===== src/rtl/mips_datapath_pc_sequencer.sv =====
// Fetch-stage PC sequencer.
//
// Owns the architectural PC and issues one instruction fetch at a time over a
// req/ack handshake. Fetched words land in a one-entry output register feeding
// IF/ID. Resolved PC actions from EX (Branch/Jump/JumpReg) redirect the PC,
// pulse flush and discard any fetch that the redirect made stale.
//
// Ports
//   clock, reset                 single clock, synchronous active-high reset
//   stall                        IF/ID not consuming; output register holds
//   redirectValid, action        resolved PC action (0 Inc, 1 Branch, 2 Jump, 3 JumpReg)
//   branchTarget, jumpTarget,
//   regTarget                    redirect targets, selected by action
//   memReq, memAddr              fetch request and word-aligned address
//   memAck, memData              fetch completion and returned word
//   instrValid, instr, instrPc   output register towards IF/ID
//   flush                        one-cycle pulse squashing younger IF/ID state
//   pc                           next address to fetch
module mips_datapath_pc_sequencer #(
  parameter int unsigned      WIDTH    = 32,
  parameter logic [WIDTH-1:0] RESET_PC = WIDTH'(32'h00400000)
) (
  input  logic             clock,
  input  logic             reset,
  input  logic             stall,
  input  logic             redirectValid,
  input  logic [1:0]       action,
  input  logic [WIDTH-1:0] branchTarget,
  input  logic [WIDTH-1:0] jumpTarget,
  input  logic [WIDTH-1:0] regTarget,
  output logic             memReq,
  output logic [WIDTH-1:0] memAddr,
  input  logic             memAck,
  input  logic [31:0]      memData,
  output logic             instrValid,
  output logic [31:0]      instr,
  output logic [WIDTH-1:0] instrPc,
  output logic             flush,
  output logic [WIDTH-1:0] pc
);

  localparam logic [1:0] ActInc     = 2'd0;
  localparam logic [1:0] ActBranch  = 2'd1;
  localparam logic [1:0] ActJump    = 2'd2;
  localparam logic [1:0] ActJumpReg = 2'd3;

  typedef enum logic [1:0] {
    StIdle,
    StReq,
    StDiscard
  } state_e;

  state_e state_q, state_d;

  logic [WIDTH-1:0] pc_q, pc_d;
  logic [WIDTH-1:0] addr_q;       // address of the request issued last cycle
  logic             pend_q, pend_d; // a request is outstanding without ack
  logic             instr_valid_q, instr_valid_d;
  logic [31:0]      instr_q, instr_d;
  logic [WIDTH-1:0] instr_pc_q, instr_pc_d;
  logic             flush_q;

  logic             redirect;
  logic [WIDTH-1:0] target_raw;
  logic [WIDTH-1:0] target;
  logic             ack;

  // Redirect decode: Inc is a no-op even when flagged valid.
  assign redirect = redirectValid && (action != ActInc);

  always_comb begin
    target_raw = branchTarget;
    unique case (action)
      ActInc:     target_raw = branchTarget;
      ActBranch:  target_raw = branchTarget;
      ActJump:    target_raw = jumpTarget;
      ActJumpReg: target_raw = regTarget;
      default:    target_raw = branchTarget;
    endcase
  end

  assign target = {target_raw[WIDTH-1:2], 2'b00};

  // State register
  always_ff @(posedge clock) begin
    if (reset) begin
      state_q <= StIdle;
    end else begin
      state_q <= state_d;
    end
  end

  // Next-state logic
  always_comb begin
    state_d = state_q;
    unique case (state_q)
      StIdle:    state_d = StReq;
      // Once memReq is up it cannot be withdrawn, so a redirect that finds a
      // request without ack must wait out that fetch in StDiscard.
      StReq:     if (redirect && memReq && !memAck) state_d = StDiscard;
      StDiscard: if (ack) state_d = StReq;
      default:   state_d = StIdle;
    endcase
  end

  // FSM outputs: fetch request and address
  always_comb begin
    memReq = 1'b0;
    unique case (state_q)
      StIdle:    memReq = 1'b0;
      // Only one request is ever outstanding, and a pending one implies the
      // output register was freed, so its ack always has somewhere to land.
      StReq:     memReq = pend_q || !instr_valid_q || !stall;
      StDiscard: memReq = 1'b1;
      default:   memReq = 1'b0;
    endcase
  end

  assign memAddr = pend_q ? addr_q : pc_q;
  assign ack     = memReq && memAck;

  // Datapath next-state
  always_comb begin
    pc_d          = pc_q;
    instr_valid_d = instr_valid_q;
    instr_d       = instr_q;
    instr_pc_d    = instr_pc_q;
    pend_d        = memReq && !ack;

    if (redirect) begin
      pc_d = target;
    end else if ((state_q == StReq) && ack) begin
      pc_d = pc_q + WIDTH'(4);
    end

    if (redirect) begin
      instr_valid_d = 1'b0;
    end else if ((state_q == StReq) && ack) begin
      instr_valid_d = 1'b1;
      instr_d       = memData;
      instr_pc_d    = memAddr;
    end else if (!stall) begin
      instr_valid_d = 1'b0;
    end
  end

  always_ff @(posedge clock) begin
    if (reset) begin
      pc_q          <= RESET_PC;
      addr_q        <= RESET_PC;
      pend_q        <= 1'b0;
      instr_valid_q <= 1'b0;
      instr_q       <= '0;
      instr_pc_q    <= '0;
      flush_q       <= 1'b0;
    end else begin
      pc_q          <= pc_d;
      addr_q        <= memAddr;
      pend_q        <= pend_d;
      instr_valid_q <= instr_valid_d;
      instr_q       <= instr_d;
      instr_pc_q    <= instr_pc_d;
      flush_q       <= redirect;
    end
  end

  assign pc         = pc_q;
  assign instrValid = instr_valid_q;
  assign instr      = instr_q;
  assign instrPc    = instr_pc_q;
  assign flush      = flush_q;

endmodule


===== config.mk =====
export PLATFORM = sky130hd
export DESIGN_NAME = mips_datapath_pc_sequencer
export DESIGN_NICKNAME = d
export VERILOG_FILES = /design/src/rtl/mips_datapath_pc_sequencer.sv
export SDC_FILE = /design/constraint.sdc
export NUM_CORES = 1
export LEC_CHECK = 0
export BUFFER_PORTS_ARGS = -buffer_cell sky130_fd_sc_hd__buf_4
export CORE_ASPECT_RATIO = 1.25
export CORE_MARGIN = 2
export CORE_UTILIZATION = 25
export DETAILED_ROUTE_END_ITERATION = 16
export PLACE_DENSITY = 0.55
export SETUP_SLACK_MARGIN = 0.1
export SKIP_CTS_REPAIR_TIMING = 1
export SYNTH_ARGS = -nofsm -noshare
export SYNTH_HDL_FRONTEND = slang
export SYNTH_SLANG_ARGS = --single-unit

===== constraint.sdc =====
create_clock -name clock -period 2.67 [get_ports clock]
set_input_delay 0.267 -clock clock [delete_from_list [all_inputs] [get_ports clock]]
set_output_delay 0.267 -clock clock [all_outputs]
set_load 0.1 [all_outputs]

==> impl_results.md <==
* Outcome: finished, final reports clean
* Hold_sp: memAck
* Port bufs at 257
* CP max stage delay at 0.58 ns
* Int Power at 0.00398 W
* Setup TNS at 0 ns
* Die Area at ~26000 µm²
* Power share of the combinational group at 27.1%
* Residual DRC at 0
* Final Cell Area at 8990 µm²
* Synth top area cells: dfxtp_1 43%, mux2i_1 9.8%, nand2_1 6.8%, nor2_1 5.3%, a21oi_1 4.2%
* Layout cells sized above 1 at between 30 and 40%
* 1st-iter DRT viols at 260
* Clock share of power at 38.3%
* Post-DP HPWL at 15.4 mm
* Max Cap Viol at 0
* Grt ovf at 0
* Via Count at 6020
* Sequential power share at between 30 and 40%
* Cells after Synth at 747
* Initial Utilization at 25.5%
* Hold Fails Final Rpt at 0
* Final setup fails at 0
* Most common cell after layout, fill and taps aside: buf_4
* Largest net degree at the start of global routing at 67
* Yosys reg bits at 131
* Worst hold stages at 2
* Slew HR at between 50% and 60%
* Peak VDD IR at 291 µV
* Synth unique cells at 54
* Placer Congestion at between 0.8 and 0.9
* Worst Skew at 0.0114 ns
* Crit path kind: register to register
* Worst hold path endpoint: pend_q
* Final worst slack at 0.311 ns
* Clk slew on worst S/H paths at 0.06 ns
* GRT Util Overall at ~16%
* CTS max path bufs at 2
* Worst-Skew Late Latency at 0.41 ns
* RSZ-0062 raised after global routing: no
* Mapped cell area at roughly 6100 µm²
* Reg-to-Reg Start: state_q[0]
* Commonest non-fill, non-tap cells in the layout: 273 x buf_4, 118 x dfxtp_1, 111 x nand2_1, 86 x nor2_1, 60 x mux2i_1
* Max Slew Vio Count at 0
* Reg2reg setup slack at 0.31 ns
* Vias in the first global route at 5577
* Reg2Reg Depth at 7
* Synth-to-layout area growth at 47.3%
* Hold WC Path Type: primary input to register
* NetSw at between 0.002 and 0.0025 W
* Leak pwr at 3.92 nW
* Remaining antenna violation count at 0
* Tmin final at between 2 and 2.5 ns
* Via density per instance at 4.56
* Fill cell count at 2533
* # IOs at between 200 and 300
* Die H at about 180 µm
* Worst slew pin tran at 0.672 ns
* Nets at 1122
* Initial antenna violation count at 0
* Largest fanout on the critical path at 34
* Ys async rst share at 0%
* Number of synthesized flops with an enable pin at 0
* Area after DPL at ~8400 µm²
* Core region area at 23900 µm²
* Routed length per placed instance at 15.6 µm
* Crit path max-delay cell type: or3_1
* TritonRoute pass-1 iters at 4
* Cell Pwr Density at about 700 nW/µm²
* Setup crit start kind: register
* Sequential fraction of the synthesis area at 43.0%
* Num rows at 63
* Die X at 144 µm
* Synth top area share at 43.0%
* First-pass GRT wire length at roughly 31 mm
* Mapped Avg Cell Area at 8.17 µm²
* Worst R2R End: instr[24]
* CTS sink cnt at 131
* CTS H-tree lvls at 4
* Diode count at 0
* Yosys top cell by area: dfxtp_1
* CTS buffer count at 17
* Crit end category: register
* DP Worst Slack at about 0.23 ns
* Ys flop type: dfxtp_1
* Fin crit share at 88.4%
* Yosys warning total at 0
* Root buffer cell: clkbuf_16
* CTS tree: yes
* Fmax achieved at between 400 and 500 MHz
* Drt total wl at 20.6 mm
* Critical path data required time at a little under 3 ns
* Sw Ratio at 36.4%
* Worst path arrival time at ~2.6 ns
* Worst path cell trace: inv_1 -> ha_1 -> nand3_1 -> or3_1 -> buf_4 -> nand2_1 -> a21oi_1
[worst max-delay path: cells and delay by family, from the launching register on]
kind            cells  cell delay [ns]
flops               1             0.38
fa+ha+maj           1             0.37
buf+inv             2             0.40
compound gates      1             0.06
simple gates        3             1.00
[routing by layer]
| layer | part of all wire, % | vias up | track usage, % | routed length (µm) |
|---|---|---|---|---|
| li1 | - | 3050 | - | - |
| met1 | 43 | 2748 | 20.1 | 8880 |
| met2 | 49 | 206 | 26.6 | 10100 |
| met3 | 6.4 | 16 | 3.61 | 1330 |
| met4 | 1.4 | 0 | 4.58 | 285 |
| met5 | 0 | - | 0 | 0 |
[power by group through the flow]
stage / registers [W] / logic, W / clock network (W)
floorplan: 0.00269 / 0.000729 / 0
global placement: 0.00221 / 0.00170 / 0
detailed placement: 0.00221 / 0.00171 / 0
CTS: 0.00217 / 0.00171 / 0.00247
global route: 0.00218 / 0.00178 / 0.00255
finish: 0.00217 / 0.00170 / 0.00240
[worst max path at each step]
| stage | from | endpoint | slack (ns) | cells after the start |
|---|---|---|---|---|
| after global routing | state_q[0] | pc[26] | 0.1 | 7 |
| after global placement | state_q[0] | pc[26] | 0.28 | 7 |
| final | state_q[0] | instr[24] | 0.31 | 7 |
| after floorplan | pc[17] | pc[28] | 0.22 | 5 |
| after detailed placement | state_q[0] | pc[26] | 0.23 | 7 |
| after CTS | state_q[0] | pc[26] | 0.20 | 7 |
[Yosys cell counts (9+ instances only)]
cell type	count
dfxtp_1	131
nand2_1	111
nor2_1	86
mux2i_1	60
a21oi_1	51
clkbuf_1	39
inv_1	38
a211oi_1	32
o21ai_0	29
nor3_1	15
nand3_1	13
buf_2	11
nand4_1	11
a221oi_1	10
a31oi_1	9
and2_1	9
[cell families (layout without fill, tap and decap cells)]
kind of cell	after synthesis	in the layout	synth area share, %
AND/OR/NAND/NOR	273	273	20.0
AO/OA/AOI/OAI	164	164	17.3
flip-flops	131	131	43.0
buffers and inverters	98	344	6.50
multiplexers	63	63	10.4
XOR/XNOR	12	12	1.72
adder cells (fa/ha/maj)	5	5	1.03
other	1	2	0.0615
[flip-flops by register name (all words and copies together) (netlist names)]
register	flops
instr	32
pc	30
addr_q	32
state_q	2
flush	1
instrValid	1
instrPc	32
pend_q	1
[layout make-up]
type	count	area, µm²	area share (%)
Multi-Input combinational cell	519	3110	34.6
Sequential cell	131	2640	29.4
Timing Repair Buffer	275	2090	23.3
Clock buffer	17	425	4.73
Tap cell	325	407	4.53
Clock inverter	14	178	1.98
Inverter	38	143	1.59
[stage by stage]
step | total power, W | cells | hold WS [ns] | utilization (%)
3_3_place_gp | 0.00391 | 1288 | 0.443 | 35.1
6_report | 0.00627 | 1319 | 0.0387 | 37.6
4_1_cts | 0.00635 | 1319 | 0.0127 | 37.6
2_1_floorplan | 0.00342 | 748 | 0.345 | -
5_1_grt | 0.00652 | 1319 | 0.0211 | 37.6
3_5_place_dp | 0.00392 | 1288 | 0.448 | 35.1
Note: power is estimated with default switching activity, not from simulation.
